$ cat src/rtl/bcd_up_counter_if.sv
// Control, data and status bundle for bcd_up_counter.
// The master drives the controls and load data; the counter (slave) returns Q, CO and ERR.
interface bcd_up_counter_if #(
  parameter int DIGITS = 2
);
  logic                  CS;
  logic                  LD;
  logic                  EN;
  logic                  CI;
  logic [4*DIGITS-1:0]   D;
  logic [4*DIGITS-1:0]   Q;
  logic                  CO;
  logic                  ERR;

  modport master (output CS, LD, EN, CI, D, input Q, CO, ERR);
  modport slave  (input CS, LD, EN, CI, D, output Q, CO, ERR);
endinterface

$ cat src/rtl/bcd_up_counter.sv
// Cascadable multi-digit decade up counter with clear, parallel load, enable and carry.
// Once a non-BCD digit has been loaded, ERR freezes counting until it is cleared or reloaded.
module bcd_up_counter #(
  parameter int DIGITS = 2
) (
  input  logic              CLK,
  input  logic              CDN,
  bcd_up_counter_if.slave   bus
);
  localparam int W = 4 * DIGITS;

  logic [W-1:0] q_q, q_d;
  logic         err_q, err_d;
  logic [W-1:0] inc_val;
  logic         all_nines;
  logic         d_bad;
  logic         count_en;

  // all_nines doubles as the ripple enable: a digit advances only while
  // every lower digit is 9, and after the loop it flags an all-9s value.
  always_comb begin
    inc_val   = q_q;
    all_nines = 1'b1;
    for (int k = 0; k < DIGITS; k++) begin
      if (all_nines) begin
        inc_val[4*k +: 4] = (q_q[4*k +: 4] == 4'd9) ? 4'd0 : q_q[4*k +: 4] + 4'd1;
      end
      all_nines = all_nines & (q_q[4*k +: 4] == 4'd9);
    end
  end

  always_comb begin
    d_bad = 1'b0;
    for (int k = 0; k < DIGITS; k++) begin
      d_bad = d_bad | (bus.D[4*k +: 4] > 4'd9);
    end
  end

  assign count_en = bus.EN & bus.CI & ~err_q;

  always_comb begin
    q_d   = q_q;
    err_d = err_q;
    if (bus.CS) begin
      q_d   = '0;
      err_d = 1'b0;
    end else if (bus.LD) begin
      q_d   = bus.D;
      err_d = d_bad;
    end else if (count_en) begin
      q_d   = inc_val;
    end
  end

  always_ff @(posedge CLK or negedge CDN) begin
    if (!CDN) begin
      q_q   <= '0;
      err_q <= 1'b0;
    end else begin
      q_q   <= q_d;
      err_q <= err_d;
    end
  end

  assign bus.Q   = q_q;
  assign bus.ERR = err_q;
  assign bus.CO  = count_en & all_nines;
endmodule

$ cat src/flat_wrapper.sv
// flat-port wrapper written by rule: the top's interface ports become plain ports
module bcd_up_counter_flat 
#(
  parameter int DIGITS = 2
)
  (CLK, CDN, bus_CS, bus_LD, bus_EN, bus_CI, bus_D, bus_Q, bus_CO, bus_ERR);
  bcd_up_counter_if #(.DIGITS(DIGITS)) bus_i ();
  input  logic CLK;
  input  logic CDN;
  input wire logic [$bits(bus_i.CS)-1:0] bus_CS;
  input wire logic [$bits(bus_i.LD)-1:0] bus_LD;
  input wire logic [$bits(bus_i.EN)-1:0] bus_EN;
  input wire logic [$bits(bus_i.CI)-1:0] bus_CI;
  input wire logic [$bits(bus_i.D)-1:0] bus_D;
  output wire logic [$bits(bus_i.Q)-1:0] bus_Q;
  output wire logic [$bits(bus_i.CO)-1:0] bus_CO;
  output wire logic [$bits(bus_i.ERR)-1:0] bus_ERR;
  assign bus_i.CS = bus_CS;
  assign bus_i.LD = bus_LD;
  assign bus_i.EN = bus_EN;
  assign bus_i.CI = bus_CI;
  assign bus_i.D = bus_D;
  assign bus_Q = bus_i.Q;
  assign bus_CO = bus_i.CO;
  assign bus_ERR = bus_i.ERR;
  bcd_up_counter #(.DIGITS(DIGITS)) u_core (.CLK(CLK), .CDN(CDN), .bus(bus_i));
endmodule
$ cat config.mk
export PLATFORM = sky130hd
export DESIGN_NAME = bcd_up_counter_flat
export DESIGN_NICKNAME = d
export VERILOG_FILES = /design/src/rtl/bcd_up_counter_if.sv /design/src/rtl/bcd_up_counter.sv /design/src/flat_wrapper.sv
export SDC_FILE = /design/constraint.sdc
export NUM_CORES = 1
export LEC_CHECK = 0
export ABC_CLOCK_PERIOD_IN_PS = 2300
export CORE_UTILIZATION = 44
export DETAILED_ROUTE_END_ITERATION = 16
export PLACE_DENSITY = 0.81
export SLEW_MARGIN = 10
export SYNTH_ARGS = -nofsm -noshare
export SYNTH_HDL_FRONTEND = slang
export SYNTH_SLANG_ARGS = --single-unit
$ cat constraint.sdc
create_clock -name CLK -period 2.3 [get_ports CLK]
set_input_delay 0.345 -clock CLK [delete_from_list [all_inputs] [get_ports CLK]]
set_output_delay 0.345 -clock CLK [all_outputs]
set_load 0.01 [all_outputs]
==> flow_summary.toml <==
[synthesis]
yosysWarningCount = 0
synthCells = 68
netlist_area_um2 = 591.8
synth_top_area_share = 0.3805
yosysSeqAreaShare = 0.3805
syn_nets = 82
synthTopCellsByArea = "dfrtp_1, o21ai_0, nor2_1, nand4b_4, a211oi_1"
synth_top_cell_by_area = "dfrtp_1"
synth_cell_types = 32
ys_top_cells_by_count = "dfrtp_1, nor2_1, o21ai_0"
synth.most_common_cell = "dfrtp_1"
ys_seq_elements = 9
avgSynthCellArea_um2 = 8.703
ys.flop_type = "dfrtp_1"
synthArstFlopShare = 1.000
synth-edff-count = 0

[sta]
rsz0062_at_grt = "false"
setup_viol = 0
layout_setup_ws_ns = 0.1962
fin_crit_ns = 2.104
fin_crit_sh = 0.9147
clock-skew-final_ns = 0.01620
slew_headroom = 0.7218
finalHoldViolCount = 0
tns_ns = 0
fmax_mhz = 475.3
tightest_slew_ns = 0.4161
hold_slack_ns = 0.3682
drv_slew = 0

[critical_path]
cp_slowest_cell = "or4b_4"
cp_data_arrival_time_ns = 1.76
crit_type = "flip-flop to primary output"
critPathRequiredTime_ns = 1.96
cp_cell_sequence = "nand4b_4 -> or4b_4 -> nor3_1 -> clkdlybuf4s15_2"
crit_fanout = 2
cpLargestDelayFamily = "simple AND/OR/NAND/NOR gates"
cpPeakStageDelay_ns = 0.53
start_kind = "flip-flop"
endpoint_kind = "primary output"
cp_num_buf_inv = 1

[clock_network]
cts_tree = "yes"
ctsLongestPathBuffers = 2
clock-sinks = 9
cts_buffers = 3
clk_pin_slew_worst_paths_ns = 0.07
htreeDepth = 1
clock_latency_ns = 0.27
clock-root-buffer = "clkbuf_4"
ctsHoldBuffers = 0

[cells_and_area]
area_growth_pct = 55.39
diodes = 0
fin_nets = 115
drive_gt1_frac = 0.1500
finalNonFillerCells = 114

[route]
routed_wirelength_mm = 1.599
drt.antenna.violating_nets = 0
routed_via_density = 5.456
drt_iter0_markers = 19
dr.pass1.iters = 4
wl_per_cell_um = 14.03
drc = 0
vias = 622

[floorplan]
die_w_um = 38.68
rows = 12
start_util = 0.5053
ios = 24
fp.dieH_um = 38.68
die_area_um2 = 1496
core_um2 = 1171

[placement]
numPortBuffers = 23
dp_slack_ns = -0.3227
dp_cells = 110
gp_routability_congestion = 0.7647
place_hpwl_mm = 1.183

[power]
p_per_area_nw_per_um2 = 463.1
power_mw = 0.4259
peakVddDrop_v = 0.0003992
leakage_nw = 0.3975

[grt]
grt_pass1_wl_mm = 2.518
use_met1 = 0.3321
grt_max_degree = 12
grt_remaining_overflow = 0
grt_pass1_vias = 571
grt.total_usage = 0.2545
grt.busiest_layer = "met2"
met2_usage = 0.3917
grtUsageMet3 = 0.1214
antenna_found_initial = 0

[flow_run]
maxCapViolations = 0

[run_status]
status = "finished, final reports clean"

[min_path]
min_path_type = "input pin to asynchronous set/reset pin"
## worst reg2reg max path, stage by stage (launching register included)
cell	delay (ns)
dfrtp_1	0.40
nand4b_4	0.18
buf_4	0.17
or3_1	0.43
a211o_1	0.33
o21ai_2	0.11
## routing by layer
layer / share of wire / vias up
li1: - / 313
met1: 0.47 / 287
met2: 0.47 / 20
met3: 0.061 / 2
met4: 0.0031 / 0
met5: 0 / -
## where the power goes
group          leakage, nW  internal (mW)  switching, mW  total, mW
combinational        0.265         0.0689         0.0526      0.122
clock               0.0150         0.0668         0.0570      0.124
sequential           0.118          0.169         0.0112      0.181
total                0.398          0.305          0.121      0.426
## cell families (layout without fill, tap and decap cells)
logic type | count (synthesis) | after routing | synth area share
and+or+nand+nor | 29 | 29 | 0.2897
muxes | 1 | 1 | 0.01691
buffers and inverters | 6 | 38 | 0.04016
xor gates and xnor gates | 3 | 3 | 0.04441
AOI/OAI and AO/OA | 20 | 20 | 0.2284
DFF | 9 | 9 | 0.3806
## cells in the final DEF, fill, tap and decap left out, types with 3 or more instances in the layout
master	instances
a211oi_1	3
buf_4	8
clkbuf_4	3
clkdlybuf4s50_1	20
dfrtp_1	9
nand2_1	3
nand3_1	3
nor2_1	8
nor2b_1	3
nor3_1	4
o21ai_0	6
## worst paths after layout
path                                 start               to  slack (ns)  depth (start not counted)
setup / recovery            u_core.bus.ERR           bus_CO        0.20                          4
hold / removal                         CDN   u_core.bus.ERR        0.37                          1
setup reg to reg            u_core.bus.ERR  u_core.bus.Q[7]        0.60                          5
hold reg to reg            u_core.bus.Q[7]  u_core.bus.Q[7]        0.59                          2
max in group asynchronous              CDN  u_core.bus.Q[5]        1.62                          1
min in group CLK                    bus_EN  u_core.bus.Q[0]        0.56                          5
## flip-flops by register name, indices dropped and copies added (netlist names)
signal          cells
u_core.bus.Q        8
u_core.bus.ERR      1
## per-stage QoR
| step | instance area [um^2] | util |
|---|---|---|
| 5_1_grt | 919.6 | 0.7853 |
| 4_1_cts | 913.4 | 0.7799 |
| 2_1_floorplan | 591.8 | - |
| 3_5_place_dp | 887.1 | 0.7575 |
| 6_report | 919.6 | 0.7853 |
| 3_3_place_gp | 887.1 | 0.7575 |
## final cells by class
type / count / area, um^2
Multi-Input combinational cell: 53 / 346.6
Timing Repair Buffer: 31 / 292.8
Fill cell: 81 / 251.5
Sequential cell: 9 / 225.2
Clock buffer: 4 / 26.28
Tap cell: 14 / 17.52
Inverter: 3 / 11.26
## repair_timing
item | 4_1_cts | 5_1_grt
setup buffers | 0 | 0
hold endpoints to repair | 0 | 0
setup endpoints to repair | 1 | 1
resized for setup | 4 | 2
pin swaps | 1 | 0
Note: power is estimated with default switching activity, not from simulation.
==> variant 1, RTL diff (config.mk and constraints unchanged) <==
`DIGITS` is set to 2 in 3 places; all go to 4.
--- a/src/rtl/bcd_up_counter_if.sv
+++ b/src/rtl/bcd_up_counter_if.sv
@@ -2,5 +2,5 @@
 // The master drives the controls and load data; the counter (slave) returns Q, CO and ERR.
 interface bcd_up_counter_if #(
-  parameter int DIGITS = 2
+  parameter int DIGITS = 4
 );
   logic                  CS;
--- a/src/rtl/bcd_up_counter.sv
+++ b/src/rtl/bcd_up_counter.sv
@@ -2,5 +2,5 @@
 // Once a non-BCD digit has been loaded, ERR freezes counting until it is cleared or reloaded.
 module bcd_up_counter #(
-  parameter int DIGITS = 2
+  parameter int DIGITS = 4
 ) (
   input  logic              CLK,
--- a/src/flat_wrapper.sv
+++ b/src/flat_wrapper.sv
@@ -2,5 +2,5 @@
 module bcd_up_counter_flat 
 #(
-  parameter int DIGITS = 2
+  parameter int DIGITS = 4
 )
   (CLK, CDN, bus_CS, bus_LD, bus_EN, bus_CI, bus_D, bus_Q, bus_CO, bus_ERR);
Ports: changed (resized bus_D and bus_Q); port bits go from 24 to 40. The function was not compared with the original's and may differ.
==> variant 1 against the unedited design <==
  * Power rose by 69%
  * Worst setup slack improved by 0.031 ns
  * Critical path depth did not move
  * First-iteration DRC count rose by 68%
  * Final cell count rose by 82%
  * Sequential power rose by 91%
  * Clock power rose by 36%
  * Cell area rose by 80%
  * Sequential cell count rose by 8
  * Wire length rose by 110%
  * Synthesized area rose by 95%
  * Largest power group unchanged
  * Highest routed layer unchanged
==> variant 1: results (changes against the unedited design) <==
metric	value	unit	change
vias in the first global route	1231		was 571
placed instance count	202		was 110
post-synthesis instance total	132		was 68
Detailed Route WL	3350	um	was 1600 um
Worst-Skew Late Latency	0.30	ns	was 0.27 ns
maximum clock insertion buffer count	2		unchanged
Worst R2R End	u_core.bus.Q[13]		was u_core.bus.Q[7]
Syn Nets	154		was 82
r2r setup slk	0.53	ns	was 0.60 ns
Starting DRT DRC Count	32		was 19
maximum vdd drop	0.315	mV	was 0.399 mV
post-synthesis mux area share	0.0261		was 0.0169
final hold slack	0.501	ns	was 0.368 ns
Tcrit/Tclk final	0.901		was 0.915
DR vias/cell	6.06		was 5.46
Arr. time, crit path	1.73	ns	was 1.76 ns
postcts setup bufs	2		was 0
sequential area share after synthesis	0.369		was 0.381
Achievable Freq	483	MHz	was 475 MHz
port bufs	39		was 23
P_leak	0.676	nW	was 0.398 nW
maximum number of pins on one net before global-route repair	18		was 12
met2 wire len	1660	um	was 750 um
first-pass GRT wire length	5530	um	was 2520 um
Compound-Gate Fraction of Synth Area	0.232		was 0.228
met3 wire len	153	um	was 98 um
Met1 Wirelength	1510	um	was 745 um
top post-synthesis cells by area	dfrtp_1, o21ai_0, a211oi_1, nor2_1, a21oi_1		was dfrtp_1, o21ai_0, nor2_1, nand4b_4, a211oi_1
max reg flops	16		was 8
GPL Wtd Cong	0.785		was 0.765
r2r startpoint	u_core.bus.Q[1]		was u_core.bus.ERR
pre-CTS worst setup slack	-0.0580	ns	was -0.323 ns
clock skew	0.00348	ns	was 0.0162 ns
outcome	completed		unchanged
layout cells sized above 1	0.118		was 0.150
worst relative slew slack	0.464		was 0.722
Worst Setup SP	u_core.bus.Q[5]		was u_core.bus.ERR
Post-Synth XOR/XNOR Area	0.0380		was 0.0444
-- variant 1: per-layer routing --
layer | GRT usage | vias to the layer above
li1 | - | 594
met1 | 0.339 | 623
met2 | 0.466 | 40
met3 | 0.0460 | 4
met4 | 0.101 | 0
met5 | 0 | -
-- variant 1: area by class of cell --
| type | instances | area (um^2) | area share |
|---|---|---|---|
| clock buffer | 3 | 22.5 | 0.0136 |
| clock inverter | 1 | 5.00 | 0.00303 |
| inverter | 7 | 26.3 | 0.0159 |
| multi-input combinational | 102 | 677 | 0.410 |
| sequential | 17 | 427 | 0.258 |
| tap | 30 | 37.5 | 0.0227 |
| timing repair buffer | 48 | 457 | 0.277 |
-- variant 1: critical path, cell delays in order, from the launching register on --
cell	delay, ns
dfrtp_2	0.46
and4bb_2	0.33
nand4_1	0.15
nor3_1	0.20
dlygate4sd2_1	0.29
-- variant 1: report_power, final --
group | switching (mW) | internal, mW
clock | 0.104 | 0.0647
sequential | 0.0258 | 0.319
combinational | 0.0941 | 0.114
